<file path="src/rtl/synth_pkg.sv">
// Shared types and defaults for the note phase accumulator.
// Holds the note state encoding, default datapath widths and the gain ceiling.
// Optional build macro used by this slice: ATTACK_RAMP_EN.
package synth_pkg;

  typedef enum logic [2:0] {
    ST_IDLE    = 3'd0,
    ST_ATTACK  = 3'd1,
    ST_PLAY    = 3'd2,
    ST_RELEASE = 3'd3,
    ST_DONE    = 3'd4
  } note_state_t;

  localparam int DEF_PHASE_WIDTH = 24;
  localparam int DEF_GAIN_WIDTH  = 8;
  localparam int DEF_GAIN_MAX    = (1 << DEF_GAIN_WIDTH) - 1;

endpackage

</file>
<file path="src/rtl/note_phase_accum_if.sv">
// Sample bus toward the sample buffer: phase plus envelope gain.
// Valid/ready handshake; a sample transfers on a cycle with valid && ready.
// The producer holds phase and gain stable while valid && !ready.
interface note_phase_accum_if
  import synth_pkg::*;
#(
  parameter int PHASE_WIDTH = DEF_PHASE_WIDTH,
  parameter int GAIN_WIDTH  = DEF_GAIN_WIDTH
);
  logic                   valid;
  logic                   ready;
  logic [PHASE_WIDTH-1:0] accumulated_value;
  logic [GAIN_WIDTH-1:0]  env_gain;

  modport master (output valid, output accumulated_value, output env_gain, input ready);
  modport slave  (input valid, input accumulated_value, input env_gain, output ready);
endinterface

</file>
<file path="src/rtl/note_phase_accum_sample_step_counter.sv">
// Counts accepted samples modulo STEP_SAMPLES; step pulses on the wrapping accept.
// Latency: step is combinational with the accept that completes a period.
// No backpressure: inc is the accepted-sample strobe, clr has priority.
module sample_step_counter #(
  parameter int STEP_SAMPLES = 64
) (
  input  logic clk,
  input  logic rst,
  input  logic clr,
  input  logic inc,
  output logic step
);

  localparam int CW = (STEP_SAMPLES > 1) ? $clog2(STEP_SAMPLES) : 1;
  localparam logic [CW-1:0] LAST = CW'(STEP_SAMPLES - 1);

  logic [CW-1:0] cnt_q;

  assign step = inc && !clr && (cnt_q == LAST);

  // Sample counter: cleared on request or when a full period completes.
  always_ff @(posedge clk or negedge rst) begin
    if (!rst) begin
      cnt_q <= '0;
    end else if (clr || step) begin
      cnt_q <= '0;
    end else if (inc) begin
      cnt_q <= cnt_q + CW'(1);
    end
  end

endmodule

</file>
<file path="src/rtl/note_phase_accum.sv">
// Phase accumulator with note lifecycle FSM and stepped release envelope.
// Latency: pulses and accepts take effect on the next edge; all outputs registered.
// Backpressure: phase and gain advance only on valid && ready; release stalls while ready=0.
// Optional build macro: ATTACK_RAMP_EN inserts a linear gain attack ahead of PLAY.
module note_phase_accum
  import synth_pkg::*;
#(
  parameter int PHASE_WIDTH  = DEF_PHASE_WIDTH,
  parameter int GAIN_WIDTH   = DEF_GAIN_WIDTH,
  parameter int STEP_SAMPLES = 64
) (
  input  logic                   clk,
  input  logic                   rst,
  input  logic [PHASE_WIDTH-1:0] fcw,
  input  logic                   note_start,
  input  logic                   note_release,
  input  logic                   note_reset,
  output logic                   note_active,
  output logic                   note_finished,
  note_phase_accum_if.master     smp
);

  localparam logic [GAIN_WIDTH-1:0] GAIN_MAX = '1;

  note_state_t            state_q, state_n;
  logic [PHASE_WIDTH-1:0] phase_q, phase_n;
  logic [GAIN_WIDTH-1:0]  gain_q, gain_n;
  logic                   valid_q, finished_q;

  logic accept;
  logic release_hit;
  logic pulse;
  logic env_running;
  logic cnt_clr;
  logic cnt_inc;
  logic step;

  assign accept = valid_q && smp.ready;

`ifdef ATTACK_RAMP_EN
  assign release_hit = note_release && (state_q == ST_PLAY || state_q == ST_ATTACK);
  assign env_running = (state_q == ST_RELEASE) || (state_q == ST_ATTACK);
`else
  assign release_hit = note_release && (state_q == ST_PLAY);
  assign env_running = (state_q == ST_RELEASE);
`endif

  // An ignored release is not a pulse, so it does not block the handshake update.
  assign pulse   = note_reset || note_start || release_hit;
  assign cnt_clr = pulse;
  assign cnt_inc = accept && !pulse && env_running;

  sample_step_counter #(
    .STEP_SAMPLES (STEP_SAMPLES)
  ) u_step (
    .clk  (clk),
    .rst  (rst),
    .clr  (cnt_clr),
    .inc  (cnt_inc),
    .step (step)
  );

  // Next state: pulses by priority, otherwise advance on an accepted sample.
  always_comb begin
    state_n = state_q;
    phase_n = phase_q;
    gain_n  = gain_q;
    if (note_reset) begin
      state_n = ST_IDLE;
      phase_n = '0;
      gain_n  = '0;
    end else if (note_start) begin
      phase_n = '0;
`ifdef ATTACK_RAMP_EN
      state_n = ST_ATTACK;
      gain_n  = '0;
`else
      state_n = ST_PLAY;
      gain_n  = GAIN_MAX;
`endif
    end else if (release_hit) begin
      state_n = ST_RELEASE;
    end else if (accept) begin
      phase_n = phase_q + fcw;
      if (state_q == ST_RELEASE && step) begin
        // A release entered at gain 0 (possible from an early attack) also ends here.
        if (gain_q <= GAIN_WIDTH'(1)) begin
          state_n = ST_DONE;
          gain_n  = '0;
        end else begin
          gain_n = gain_q - GAIN_WIDTH'(1);
        end
      end
`ifdef ATTACK_RAMP_EN
      if (state_q == ST_ATTACK && step) begin
        gain_n = gain_q + GAIN_WIDTH'(1);
        if (gain_q == GAIN_MAX - GAIN_WIDTH'(1)) begin
          state_n = ST_PLAY;
        end
      end
`endif
    end
  end

  // State and registered outputs, flags decoded from the next state.
  always_ff @(posedge clk or negedge rst) begin
    if (!rst) begin
      state_q    <= ST_IDLE;
      phase_q    <= '0;
      gain_q     <= '0;
      valid_q    <= 1'b0;
      finished_q <= 1'b0;
    end else begin
      state_q    <= state_n;
      phase_q    <= phase_n;
      gain_q     <= gain_n;
      valid_q    <= (state_n == ST_PLAY) || (state_n == ST_RELEASE) || (state_n == ST_ATTACK);
      finished_q <= (state_n == ST_DONE);
    end
  end

  assign smp.valid             = valid_q;
  assign smp.accumulated_value = phase_q;
  assign smp.env_gain          = gain_q;
  assign note_active           = valid_q;
  assign note_finished         = finished_q;

endmodule

</file>
<file path="src/flat_wrapper.sv">
// flat-port wrapper written by rule: the top's interface ports become plain ports
module note_phase_accum_flat import synth_pkg::*;
#(
  parameter int PHASE_WIDTH  = DEF_PHASE_WIDTH,
  parameter int GAIN_WIDTH   = DEF_GAIN_WIDTH,
  parameter int STEP_SAMPLES = 64
)
  (clk, rst, fcw, note_start, note_release, note_reset, note_active, note_finished, smp_valid, smp_accumulated_value, smp_env_gain, smp_ready);
  note_phase_accum_if #(.PHASE_WIDTH(PHASE_WIDTH), .GAIN_WIDTH(GAIN_WIDTH)) smp_i ();
  input  logic clk;
  input  logic rst;
  input  logic [PHASE_WIDTH-1:0] fcw;
  input  logic note_start;
  input  logic note_release;
  input  logic note_reset;
  output logic note_active;
  output logic note_finished;
  output wire logic [$bits(smp_i.valid)-1:0] smp_valid;
  output wire logic [$bits(smp_i.accumulated_value)-1:0] smp_accumulated_value;
  output wire logic [$bits(smp_i.env_gain)-1:0] smp_env_gain;
  input wire logic [$bits(smp_i.ready)-1:0] smp_ready;
  assign smp_valid = smp_i.valid;
  assign smp_accumulated_value = smp_i.accumulated_value;
  assign smp_env_gain = smp_i.env_gain;
  assign smp_i.ready = smp_ready;
  note_phase_accum #(.PHASE_WIDTH(PHASE_WIDTH), .GAIN_WIDTH(GAIN_WIDTH), .STEP_SAMPLES(STEP_SAMPLES)) u_core (.clk(clk), .rst(rst), .fcw(fcw), .note_start(note_start), .note_release(note_release), .note_reset(note_reset), .note_active(note_active), .note_finished(note_finished), .smp(smp_i));
endmodule
</file>
<file path="config.mk">
export PLATFORM = sky130hd
export DESIGN_NAME = note_phase_accum_flat
export DESIGN_NICKNAME = d
export VERILOG_FILES = /design/src/rtl/synth_pkg.sv /design/src/rtl/note_phase_accum_if.sv /design/src/rtl/note_phase_accum_sample_step_counter.sv /design/src/rtl/note_phase_accum.sv /design/src/flat_wrapper.sv
export SDC_FILE = /design/constraint.sdc
export NUM_CORES = 1
export LEC_CHECK = 0
export CELL_PAD_IN_SITES_DETAIL_PLACEMENT = 1
export CELL_PAD_IN_SITES_GLOBAL_PLACEMENT = 2
export CORE_ASPECT_RATIO = 2
export CORE_UTILIZATION = 31
export DETAILED_ROUTE_END_ITERATION = 12
export PLACE_DENSITY_LB_ADDON = 0.1
export SLEW_MARGIN = 20
export SYNTH_ARGS = -nofsm -noshare
export SYNTH_HDL_FRONTEND = slang
export SYNTH_SLANG_ARGS = --single-unit
</file>
<file path="constraint.sdc">
create_clock -name clk -period 3 [get_ports clk]
set_input_delay 0.6 -clock clk [delete_from_list [all_inputs] [get_ports clk]]
set_output_delay 0.6 -clock clk [all_outputs]
set_load 0.02 [all_outputs]
</file>
==> flow_summary.json <==
{
  "status": "finished clean",
  "clockBufferDepth": 2,
  "worstReg2RegStart": "u_core.smp.accumulated_value[0]",
  "core_sq_um": 9763,
  "chipWidth_um": 72.86,
  "root_buffer": "sky130_fd_sc_hd__clkbuf_16",
  "drt_pre_antenna_iters": 4,
  "grt_first_pass_wirelength_mm": 16.49,
  "syn_avg_cell_area_sq_um": 8.720,
  "power.switching_fraction_pct": 28.99,
  "async_flop_share_pct": 100.0,
  "drcViolationCount": 0,
  "fmax_mhz": 351.2,
  "distinct_cell_type_count_of_the_synthesized_netlist": 50,
  "setup_violations": 0,
  "synthesis.area_sq_um": 3113,
  "ioPinCount": 65,
  "power_frac_seq_pct": 41.5,
  "antenna-diode-count": 0,
  "slew-limit-headroom_pct": 62.03,
  "track_usage_pct": 20.83,
  "dp_hpwl_mm": 8.170,
  "critPathLaunchType": "input port",
  "worst_path_largest_cell_delay_ps": 410,
  "die_y_um": 143.7,
  "finalWorstPathRequiredPeriod_ps": 2847,
  "synth_largest_area_cell": "sky130_fd_sc_hd__dfrtp_1",
  "timing.final.crit_share_pct": 94.91,
  "avgViaCountPerCell": 5.200,
  "fraction_of_power_consumed_by_the_clock_network_pct": 36.5,
  "synth-warning-count": 0,
  "numClockSinks": 43,
  "synth_enable_flop_cells": 0,
  "synth_flop_cell": "sky130_fd_sc_hd__dfrtp_1",
  "postSynthRegisterBits": 43,
  "h_tree_level_count": 2,
  "tritoncts.num_buffers": 5,
  "critPathKind": "input port to register",
  "total_switching_power_uw": 433.1,
  "min-delay-path-class": "input port to asynchronous set/reset pin",
  "grt_max_degree": 23,
  "drt-wirelength-per-cell_um": 17.24,
  "finalHoldWorstSlack_ps": 294.6,
  "worstPathMaxFanout": 4,
  "total_chip_power_mw": 1.494,
  "grt_overflow_total": 0,
  "synth_fp_nets": 414,
  "final.setup_skew_ps": 7.694,
  "layout-drive-gt1-share_pct": 12.33,
  "initial_util_pct": 31.89,
  "wirelength_mm": 10.10,
  "synth.top_cells.by_area": "sky130_fd_sc_hd__dfrtp_1 (35%), sky130_fd_sc_hd__ha_1 (10%), sky130_fd_sc_hd__a21oi_1 (5.6%)",
  "grt_antenna_before_repair": 0,
  "grt_pass1_vias": 3349,
  "timing.critical_path.cells": "clkdlybuf4s50_1 -> ha_1 -> fa_1 -> a21oi_2 -> o22ai_1 -> a31oi_1 -> buf_4 -> a21oi_1 -> a311o_1 -> xnor2_1 -> o21ai_1",
  "leakagePower_nw": 1.906,
  "areaGrowthSynthToFinish_pct": 37.98,
  "tightest_slew_ps": 569.6,
  "final-hold-violation-count": 0,
  "drt_iter0_markers": 39,
  "num-nets-final": 510,
  "timing.critical_path.arrival_ps": 3010,
  "worst_setup_slack_final_ps": 152.6,
  "power.share.combinational_pct": 22.0,
  "maxCapViolCount": 0,
  "placement_rows": 51,
  "powerDensity_nw_per_um2": 347.8,
  "place_ws_ps": -196.4,
  "route.vias.total": 3047,
  "clk_pin_slew_worst_paths_ps": 70,
  "insertion_delay_ps": 290,
  "cts_post_setup_buffers_inserted": 0,
  "drtAntennaViolNets": 0,
  "critical_path.startpoint": "fcw[0]",
  "report.final.slew_viol_count": 0,
  "cp.required_ps": 3160,
  "synth_top_cell_area_share_pct": 34.57,
  "globalplace.congestion": 0.8484,
  "synth.top_cells.by_count": "sky130_fd_sc_hd__dfrtp_1 (43), sky130_fd_sc_hd__nand2_1 (43), sky130_fd_sc_hd__a21oi_1 (35)",
  "die_area_sq_um": 10470,
  "irDropWorstVdd_v": 0.0002014,
  "grt_setup_unrepaired": "no",
  "cts_tree": "built",
  "port_buffers": 64,
  "synth_cells": 357,
  "cell_internal_pwr_mw": 1.061,
  "setup.worst_path.end_class": "register",
  "cpMaxStageDelayCell": "sky130_fd_sc_hd__fa_1",
  "proportion_of_synthesized_chip_area_in_sequential_cells_pct": 34.57
}
-- final timing paths --
| path | end | slack [ps] | cells after the start |
|---|---|---|---|
| min reg2reg | u_core.smp.accumulated_value[17] | 510 | 2 |
| max | u_core.smp.accumulated_value[18] | 150 | 11 |
| min in group clk | u_core.smp.accumulated_value[17] | 510 | 2 |
| min | u_core.u_step.cnt_q[3] | 290 | 1 |
| max reg2reg | u_core.smp.accumulated_value[18] | 450 | 10 |
| max in group asynchronous | u_core.smp.env_gain[7] | 1970 | 2 |
-- worst max-delay path, delay by kind of cell --
family	cells	cell delay (ps)
adders and majority gates	2	630
AOI/OAI and AO/OA	6	1070
xor gates and xnor gates	1	150
buffers and inverters	2	550
-- per-stage QoR --
stage | setup TNS [ps] | utilization (%) | std cells | area (sq um)
2_1_floorplan | 0 | - | 357 | 3113
4_1_cts | 0 | 43.89 | 586 | 4285
3_5_place_dp | -1079 | 42.45 | 578 | 4144
3_3_place_gp | -692.5 | 42.45 | 578 | 4144
5_1_grt | 0 | 44.00 | 586 | 4295
6_report | 0 | 44.00 | 586 | 4295
-- power by group through the flow --
| stage | logic (mW) | clock network [mW] | registers [mW] |
|---|---|---|---|
| after floorplan | 0.147 | 0 | 0.647 |
| after global placement | 0.325 | 0 | 0.631 |
| after detailed placement | 0.331 | 0 | 0.632 |
| after CTS | 0.333 | 0.565 | 0.621 |
| after global routing | 0.361 | 0.590 | 0.623 |
| final | 0.328 | 0.545 | 0.620 |
-- placed cells by master (no fill, tap or decap), types with 12 or more instances in the layout --
cell type	netlist	routed
sky130_fd_sc_hd__clkdlybuf4s50_1	0	63
sky130_fd_sc_hd__nand3_1	12	12
sky130_fd_sc_hd__ha_1	26	26
sky130_fd_sc_hd__nand2_1	43	43
sky130_fd_sc_hd__dfrtp_1	43	43
sky130_fd_sc_hd__o21ai_0	27	26
sky130_fd_sc_hd__nor2_1	30	30
sky130_fd_sc_hd__buf_4	1	39
sky130_fd_sc_hd__a21oi_1	35	34
sky130_fd_sc_hd__xor2_1	12	12
-- metal layers --
layer | global-route usage, % | up-vias | share of wire [%]
li1 | - | 1495 | -
met1 | 19.15 | 1476 | 35
met2 | 43.14 | 57 | 60
met3 | 2.454 | 19 | 1.9
met4 | 9.082 | 0 | 3.0
met5 | 0 | - | 0
-- sequential cells by signal, summed over array words and instances, names as in the netlist --
name / cells
u_core.state_q: 3
u_core.smp.env_gain: 8
u_core.u_step.cnt_q: 6
u_core.note_finished: 1
u_core.smp.accumulated_value: 24
u_core.note_active: 1
-- cells by family (layout without fill, tap and decap cells) --
group	count (synthesis)	in the layout	share of synthesized area, %
adders and majority gates	27	27	11.09
and+or+nand+nor	126	126	20.62
xor gates and xnor gates	20	20	5.627
AOI/OAI and AO/OA	109	109	21.70
DFF	43	43	34.57
buffers and inverters	24	121	3.738
muxes	8	8	2.653
-- area by class of cell --
type                            instances  area, sq um
Clock buffer                            6        128.9
Timing Repair Buffer                  104        948.4
Tap cell                              132        165.2
Inverter                                9        33.78
Multi-Input combinational cell        290         1931
Fill cell                            1167         5468
Clock inverter                          2        12.51
Sequential cell                        43         1076
-- repair_timing --
item                       CTS  global route
hold buffers                 0             0
setup endpoints to repair    0             4
resized for setup            0             3
No activity file was read; power rests on OpenSTA's default activity.
